<file path="config.mk">
export PLATFORM = sky130hd
export DESIGN_NAME = seq_restoring_divider
export DESIGN_NICKNAME = d
export VERILOG_FILES = /design/src/rtl/div_pkg.sv /design/src/rtl/div_trial_sub.sv /design/src/rtl/seq_restoring_divider.sv
export SDC_FILE = /design/constraint.sdc
export NUM_CORES = 1
export LEC_CHECK = 0
export ABC_AREA = 1
export CAP_MARGIN = 20
export CORE_ASPECT_RATIO = 1.2
export CORE_UTILIZATION = 55
export DETAILED_ROUTE_END_ITERATION = 10
export PLACE_DENSITY = 0.91
export SYNTH_ARGS = -nofsm -noshare
export SYNTH_HDL_FRONTEND = slang
export SYNTH_SLANG_ARGS = --single-unit
export TNS_END_PERCENT = 100
</file>
<file path="constraint.sdc">
create_clock -name clk -period 5 [get_ports clk]
set_clock_uncertainty 0.05 [all_clocks]
set_input_delay 0.5 -clock clk [delete_from_list [all_inputs] [get_ports clk]]
set_output_delay 0.5 -clock clk [all_outputs]
set_load 0.03 [all_outputs]
</file>
<file path="src/rtl/div_pkg.sv">
`default_nettype none
// ============================================================================
//  Module      : div_pkg
//  Description : Shared definitions for the sequential restoring divider:
//                FSM state encoding, default operand width and the
//                iteration-counter width helper.
//  Revision    : 1.0  initial release
// ============================================================================
package div_pkg;

    // Default operand / quotient / remainder width
    localparam int C_DEFAULT_WIDTH = 16;

    // Controller states (2-bit encoding)
    typedef enum logic [1:0] {
        IDLE = 2'd0,
        RUN  = 2'd1,
        DONE = 2'd2
    } state_t;

    // Counter must hold the value WIDTH itself, hence one extra bit
    function automatic int cnt_width(input int w);
        return $clog2(w) + 1;
    endfunction

endpackage : div_pkg
`default_nettype wire

</file>
<file path="src/rtl/div_trial_sub.sv">
`default_nettype none
// ============================================================================
//  Module      : div_trial_sub
//  Description : N-bit trial subtractor (a - b) built as an adder with the
//                B operand inverted and carry-in tied to one. Borrow is the
//                inverted carry-out.
//  Revision    : 1.0  initial release
// ============================================================================
module div_trial_sub #(
    parameter int N = 17
) (
    input  logic [N-1:0] i_a,
    input  logic [N-1:0] i_b,
    output logic [N-1:0] o_diff,
    output logic         o_borrow
);

    logic [N:0] w_sum;

    // a + ~b + 1 with one extra bit to capture the carry-out
    assign w_sum    = {1'b0, i_a} + {1'b0, ~i_b} + (N+1)'(1);
    assign o_diff   = w_sum[N-1:0];
    assign o_borrow = ~w_sum[N];

endmodule : div_trial_sub
`default_nettype wire

</file>
<file path="src/rtl/seq_restoring_divider.sv">
`default_nettype none
// ============================================================================
//  Module      : seq_restoring_divider
//  Description : Multi-cycle restoring divider, one quotient bit per clock,
//                start/busy/done handshake. Divide-by-zero bypasses the
//                iteration and completes on the cycle after acceptance.
//                Optional macro DIV_SIGNED_EN: two's-complement operands,
//                truncation toward zero (remainder takes dividend's sign).
//  Revision    : 1.0  initial release
// ============================================================================
module seq_restoring_divider
    import div_pkg::*;
#(
    parameter int WIDTH = C_DEFAULT_WIDTH
) (
    input  logic             clk,
    input  logic             rst,
    input  logic             start,
    input  logic [WIDTH-1:0] dividend,
    input  logic [WIDTH-1:0] divisor,
    output logic             busy,
    output logic             done,
    output logic [WIDTH-1:0] quotient,
    output logic [WIDTH-1:0] remainder,
    output logic             div_by_zero
);

    localparam int CNT_W = cnt_width(WIDTH);

    state_t           r_state;
    state_t           w_next_state;

    // Partial remainder A always stays below M after each step, so WIDTH bits
    // suffice for storage; the shifted value used for the trial is WIDTH+1.
    logic [WIDTH-1:0] r_a;
    logic [WIDTH-1:0] r_q;
    logic [WIDTH-1:0] r_m;
    logic [CNT_W-1:0] r_count;
    logic [WIDTH-1:0] r_quotient;
    logic [WIDTH-1:0] r_remainder;
    logic             r_dbz;

    logic             w_accept;
    logic             w_div_zero;
    logic             w_last;
    logic [WIDTH:0]   w_shift_a;
    logic [WIDTH:0]   w_diff;
    logic             w_borrow;
    logic             w_restore;
    logic [WIDTH-1:0] w_new_a;
    logic [WIDTH-1:0] w_new_q;
    logic [WIDTH-1:0] w_mag_dvd;
    logic [WIDTH-1:0] w_mag_dvs;
    logic [WIDTH-1:0] w_fin_q;
    logic [WIDTH-1:0] w_fin_r;

    assign w_accept   = (r_state == IDLE) && start;
    assign w_div_zero = (divisor == '0);
    assign w_last     = (r_count == CNT_W'(1));

    // Shift {A,Q} left one place and trial-subtract the divisor
    assign w_shift_a = {r_a, r_q[WIDTH-1]};

    div_trial_sub #(
        .N (WIDTH + 1)
    ) u_trial_sub (
        .i_a      (w_shift_a),
        .i_b      ({1'b0, r_m}),
        .o_diff   (w_diff),
        .o_borrow (w_borrow)
    );

    // A negative trial shows both as a borrow and as a set MSB; either restores
    assign w_restore = w_borrow | w_diff[WIDTH];
    assign w_new_a   = w_restore ? w_shift_a[WIDTH-1:0] : w_diff[WIDTH-1:0];
    assign w_new_q   = {r_q[WIDTH-2:0], ~w_restore};

`ifdef DIV_SIGNED_EN
    logic r_neg_q;
    logic r_neg_r;

    // Operate on magnitudes; most-negative maps onto itself as unsigned
    assign w_mag_dvd = dividend[WIDTH-1] ? (~dividend + WIDTH'(1)) : dividend;
    assign w_mag_dvs = divisor[WIDTH-1]  ? (~divisor  + WIDTH'(1)) : divisor;
    assign w_fin_q   = r_neg_q ? (~w_new_q + WIDTH'(1)) : w_new_q;
    assign w_fin_r   = r_neg_r ? (~w_new_a + WIDTH'(1)) : w_new_a;

    // Latch operand signs for the result correction at completion
    always_ff @(posedge clk or posedge rst) begin
        if (rst) begin
            r_neg_q <= 1'b0;
            r_neg_r <= 1'b0;
        end else if (w_accept && !w_div_zero) begin
            r_neg_q <= dividend[WIDTH-1] ^ divisor[WIDTH-1];
            r_neg_r <= dividend[WIDTH-1];
        end
    end
`else
    assign w_mag_dvd = dividend;
    assign w_mag_dvs = divisor;
    assign w_fin_q   = w_new_q;
    assign w_fin_r   = w_new_a;
`endif

    // FSM state register
    always_ff @(posedge clk or posedge rst) begin
        if (rst) begin
            r_state <= IDLE;
        end else begin
            r_state <= w_next_state;
        end
    end

    // FSM next-state and handshake outputs
    always_comb begin
        w_next_state = r_state;
        busy         = 1'b0;
        done         = 1'b0;
        case (r_state)
            IDLE: begin
                if (start) begin
                    w_next_state = w_div_zero ? DONE : RUN;
                end
            end
            RUN: begin
                busy = 1'b1;
                if (w_last) begin
                    w_next_state = DONE;
                end
            end
            DONE: begin
                busy         = 1'b1;
                done         = 1'b1;
                w_next_state = IDLE;
            end
            default: begin
                w_next_state = IDLE;
            end
        endcase
    end

    // Datapath: operand load, one iteration per RUN cycle, result capture
    always_ff @(posedge clk or posedge rst) begin
        if (rst) begin
            r_a         <= '0;
            r_q         <= '0;
            r_m         <= '0;
            r_count     <= '0;
            r_quotient  <= '0;
            r_remainder <= '0;
            r_dbz       <= 1'b0;
        end else begin
            if (w_accept) begin
                if (w_div_zero) begin
                    r_quotient  <= '1;
                    r_remainder <= dividend;
                    r_dbz       <= 1'b1;
                end else begin
                    r_a     <= '0;
                    r_q     <= w_mag_dvd;
                    r_m     <= w_mag_dvs;
                    r_count <= CNT_W'(WIDTH);
                    r_dbz   <= 1'b0;
                end
            end else if (r_state == RUN) begin
                r_a     <= w_new_a;
                r_q     <= w_new_q;
                r_count <= r_count - CNT_W'(1);
                if (w_last) begin
                    r_quotient  <= w_fin_q;
                    r_remainder <= w_fin_r;
                end
            end
        end
    end

    assign quotient    = r_quotient;
    assign remainder   = r_remainder;
    assign div_by_zero = r_dbz;

endmodule : seq_restoring_divider
`default_nettype wire

</file>
==> After elaboration in Yosys (flattened, before gate mapping) <==
Cells that the tools add are included.
{ "totals": {"ff_bits": 88, "input_bits": 35, "elab_cells": 58} }
{ "classes": {"add_sub_neg": 3, "n_eq_ne": 7, "mux": 25, "bitwise_logic": 5, "reduce_logical": 10} }
{ "op_table": {"columns": ["operator", "n"], "rows": [
  ["16-bit 2-to-1 mux", 15],
  ["17-bit by 17-bit adder with 18-bit output", 1],
  ["18-bit by 1-bit adder with 18-bit output, second input constant", 1],
  ["16-bit NOT with 17-bit output", 1],
  ["16-bit zero test", 1],
  ["5-bit 2-to-1 mux", 3],
  ["2-bit 2-to-1 mux", 3],
  ["2-bit inequality test, second input constant", 3],
  ["2-bit AND reduction", 3],
  ["5-bit by 1-bit equality test with 1-bit output, second input constant", 1],
  ["5-bit by 1-bit subtractor with 5-bit output, second input constant", 1],
  ["2-bit case mux with 2 select lines", 1],
  ["2-bit nonzero test", 2],
  ["1-bit 2-to-1 mux", 3],
  ["1-bit NOT", 3],
  ["3-bit AND reduction", 1],
  ["2-bit by 1-bit equality test with 1-bit output, second input constant", 1],
  ["2-bit equality test, second input constant", 1],
  ["2-bit zero test", 1],
  ["2-bit by 1-bit inequality test with 1-bit output, second input constant", 1],
  ["2-bit OR reduction", 1],
  ["1-bit logical AND", 1],
  ["1-bit bitwise OR", 1]
]} }

==> Longest topological paths before layout <==
{ "depth": {"ltp_word": 9, "depth_mapped": 18} }

==> Modules after synthesis <==
A second synthesis with hierarchy kept.
{ "unflattened": {"cells_unflattened": 814, "hier_area_um2": 5600.4} }
{ "by_module_without_submodules": {"columns": ["module", "instances", "cells_each", "area_each_um2", "seq_area_each_um2"], "rows": [
  ["seq_restoring_divider", 1, 578, 4448.0, 2202.1],
  ["div_trial_sub", 1, 236, 1152.4, 0.0]
]} }

==> Worst setup path before layout <==
No wires, ideal clock.
{ "synth_timing": {"path_type": "reg2reg", "start": "register r_q[15]", "end": "register r_remainder[2] (netlist: remainder[2])", "setup_time_ps": 63, "arrival_ps": 2068, "required_ps": 4887, "path_slack_ps": 2819, "stages_incl_launch_ff": 19, "n_path_buf": 1, "synth_period_minus_slack_ps": 2181, "path_cell_list": "dfrtp_1 inv_1 ha_1 inv_1 fa_1 nand2_1 nand2_1 nand3_2 nand2_4 nand2_4 nand2_4 nand2_4 nand2_4 nor2_8 buf_12 nand3_2 nand3_1 nand2_1 inv_1"} }
{ "synth_between": {"elab_chain_cells": 8} }
{ "synth_rtl": {"columns": ["element", "line_no", "rtl"], "rows": [
  ["from (decl)", "seq_restoring_divider.sv:36", "logic [WIDTH-1:0] r_q;"],
  ["from (signal assigned)", "seq_restoring_divider.sv:160", "r_q <= w_mag_dvd;"],
  ["from (signal assigned)", "seq_restoring_divider.sv:167", "r_q <= w_new_q;"],
  ["17-bit by 17-bit adder with 18-bit output *", "div_trial_sub.sv:21", "assign w_sum = {1'b0, i_a} + {1'b0, ~i_b} + (N+1)'(1);"],
  ["18-bit by 1-bit adder with 18-bit output *", "div_trial_sub.sv:21", null],
  ["1-bit NOT", "div_trial_sub.sv:23", "assign o_borrow = ~w_sum[N];"],
  ["1-bit bitwise OR", "seq_restoring_divider.sv:74", "assign w_restore = w_borrow | w_diff[WIDTH];"],
  ["16-bit 2-to-1 mux *", "seq_restoring_divider.sv:75", "assign w_new_a = w_restore ? w_shift_a[WIDTH-1:0] : w_diff[WIDTH-1:0];"],
  ["16-bit 2-to-1 mux *", "seq_restoring_divider.sv:169", "if (w_last) begin"],
  ["16-bit 2-to-1 mux *", "seq_restoring_divider.sv:165", "end else if (r_state == RUN) begin"],
  ["16-bit 2-to-1 mux *", "seq_restoring_divider.sv:153", "if (w_accept) begin"],
  ["to (signal assigned)", "seq_restoring_divider.sv:156", "r_remainder <= dividend;"],
  ["to (signal assigned)", "seq_restoring_divider.sv:171", "r_remainder <= w_fin_r;"],
  ["to (decl)", "seq_restoring_divider.sv:40", "logic [WIDTH-1:0] r_remainder;"]
]} }
Mark *: on every way between the ends. The rest lies on a longest branch, timed or not. The select of a mux whose other input is x is not followed.
A chain may end at the register's enable or synchronous reset.

==> Worst setup path after layout <==
{ "layout_timing": {"start": "register r_state[0]", "end": "register r_remainder[8] (netlist: remainder[8])"} }
{ "layout_between": {"elab_chain_cells": 4, "elab_cells_between_ends": 8, "classes_between": "2 x eq/ne; 1 x mux; 5 x reduce/logical"} }
{ "layout_rtl": {"columns": ["element", "line_no", "rtl"], "rows": [
  ["from (decl)", "seq_restoring_divider.sv:30", "state_t r_state;"],
  ["from (signal assigned)", "seq_restoring_divider.sv:110", "r_state <= w_next_state;"],
  ["2-bit zero test", "seq_restoring_divider.sv:57", "assign w_accept = (r_state == IDLE) && start;"],
  ["1-bit logical AND", "seq_restoring_divider.sv:57", null],
  ["2-bit by 1-bit inequality test with 1-bit output (no source line) / 2-bit nonzero test (equally long branches)", null, null],
  ["3-bit AND reduction (no source line)", null, null]
]} }
Several ways; a longest one is shown, not always the timed one.

==> flow_summary.toml <==
[power]
combPwrFrac_pct = 56.5
p_sw_mw = 2.140
p_seq_share_pct = 26.0
ir_worst_vdd_v = 0.0004580
leakagePower_nw = 3.494
powerDensity_nw_per_um2 = 685.3
power_frac_clock_pct = 17.5
total_power_mw = 4.477
power.share.switching_pct = 47.78
intPower_mw = 2.338

[sta]
max_slew_margin_pct = 33.64
period_needed_ps = 3429
setup_viol = 0
setup_tns_ps = 0
rsz0062_at_grt = "false"
fmax_mhz = 291.7
period_share_pct = 68.57
hold_viol = 0
worstMarginPinSlew_ps = 991.8
layout_setup_ws_ps = 1571
report.final.slew_viol_count = 0

[logic_synthesis]
syn_area_per_cell_um2 = 7.400
syn-num-nets = 791
synth_seq_cells = 88
synthArstFlopShare_pct = 100.0
syn_area_um2 = 5431
ys_seq_area_share_pct = 40.54
synthCells = 734
ys_warn_count = 0
synth_cell_type_count = 36
synth_edf_count = 0
synth_flop_cell = "dfrtp_1"

[critical_path]
crit_chain = "inv_1, ha_1, nand2_2, inv_1, nand2_1, nand2_1, nor2_1, nand3_1, nand2_1, inv_1"
cp_slowest_stage_delay_ps = 710
cp_data_required_time_ps = 5180
end_kind = "flop"
crit_family = "simple AND/OR/NAND/NOR gates"
r2r_setup_slack_ps = 1570
arrival_ps = 3610
slowest_stage = "nand2_1"
path_buf_inv = 3
worst-path-max-fanout = 36
startpoint_type = "flop"
path_class = "reg -> reg"

[min_path]
hold_class = "reg -> reg"

[detailed_routing]
vias = 5031
drt_iter0_drc = 494
wl_per_cell_um = 14.64
vias_per_cell = 5.445
routed_wl_um = 13520
drc = 0
ant_nets = 0
drt-pass1-iter-count = 7

[clocking]
cts_setup_buffers = 0
cts_tree = "built"
cts-root-buf = "clkbuf_16"
htree_levels = 3
clk_latency_ps = 340
clockBufferDepth = 2
clkTransAtPathRegs_ps = 70
cts.repair.resized = 0
numCtsBuffers = 9
hold_buffers = 0
clock_sinks = 88

[grt]
antenna_found_initial = 0
grt_usage_pct = 27.83
overflow = 0
grt_max_degree = 52
first_global_vias = 4929
grt_pass1_wl_um = 22710

[finish]
nets = 853
drive_gt1_share_pct = 8.739
area_delta_synth_final_pct = 20.29
num_antenna_cells = 0
final_common_cell = "nand2_1"
final_cell_mix = "218 x nand2_1, 120 x inv_1, 88 x dfrtp_1"
final_util_pct = 68.32

[floorplan]
start_util_pct = 56.79
floorplan.rows = 39
io_pins = 70
dieArea_um2 = 10280
core_area_um2 = 9564
fp.dieW_um = 92.72
die_h_um = 110.9

[placed_design]
place_hpwl_um = 9442
place_ws_ps = 1328
gp_congestion = 0.9095
port_buffers = 69

[outcome]
status = "finished, final reports clean"

[run]
maxCapViolCount = 0
==> layer usage <==
metal | vias to the layer above | track usage (%) | routed length [um]
li1 | 2424 | - | -
met1 | 2334 | 34.99 | 5524
met2 | 236 | 47.65 | 6664
met3 | 37 | 3.978 | 943
met4 | 0 | 11.59 | 391
met5 | - | 0 | 0
==> power by group through the flow <==
stage	Sequential [mW]	Combinational (mW)	Clock, mW
CTS	1.16	2.50	0.789
detailed placement	1.17	2.44	0
global placement	1.16	2.39	0
finish	1.16	2.53	0.784
global route	1.19	2.79	0.818
floorplan	1.32	1.64	0
==> cell type report <==
cell class / count / area, um^2
flip-flops and latches: 88 / 2202
repair buffers: 75 / 735.7
clock buffers: 10 / 229.0
multi-input cells: 498 / 2631
fillers: 735 / 3030
clock inverters: 6 / 115.1
inverters: 124 / 466.7
well taps: 123 / 153.9
==> cell usage after synthesis, drive strengths merged (2+ instances only) <==
cell type  count  area [um^2]
o21bai         2        15.01
a31oi          2        12.51
o21ai         52        264.0
nor2          42        178.9
nor4           4        25.02
clkbuf        11        41.29
nand2        230        918.4
a21oi         48        266.5
buf           13        91.33
and2           3        18.77
inv          124        465.5
o22ai          2        12.51
nand3         71        480.5
nand4          5        31.28
xor2           9        78.83
dfrtp         88         2202
ha            21        262.8
nor3           4        31.28
==> final timing paths <==
check / to / cells after the start / startpoint
hold / removal: r_count[0] / 1 / r_count[0]
hold reg to reg: r_count[0] / 1 / r_count[0]
setup / recovery: remainder[8] / 10 / r_state[0]
min in group asynchronous: r_state[0] / 2 / rst
max in group asynchronous: r_m[14] / 3 / rst
setup reg to reg: remainder[8] / 10 / r_state[0]
==> stage by stage <==
step / hold WS, ps / cell area (um^2) / instances
3_5_place_dp: 444.4 / 6190 / 908
5_1_grt: 474.1 / 6534 / 924
6_report: 457.6 / 6534 / 924
3_3_place_gp: 425.5 / 6190 / 908
4_1_cts: 460.8 / 6534 / 924
2_1_floorplan: 402.1 / 5431 / 734
==> sequential cells by signal, summed over array words and instances (netlist names) <==
signal and flops:
quotient 16, r_q 16, r_count 5, r_m 16, div_by_zero 1, remainder 16
r_state 2, r_a 16
==> cells by family after synthesis <==
group                    after synthesis  share of synthesized area (%)
XOR/XNOR                               9                          1.451
buffers and inverters                148                          11.01
adder cells (fa/ha/maj)               22                          5.206
flip-flops                            88                          40.54
AND/OR/NAND/NOR                      361                          31.28
AO/OA/AOI/OAI                        106                          10.50
(Power assumes the default switching activity.)
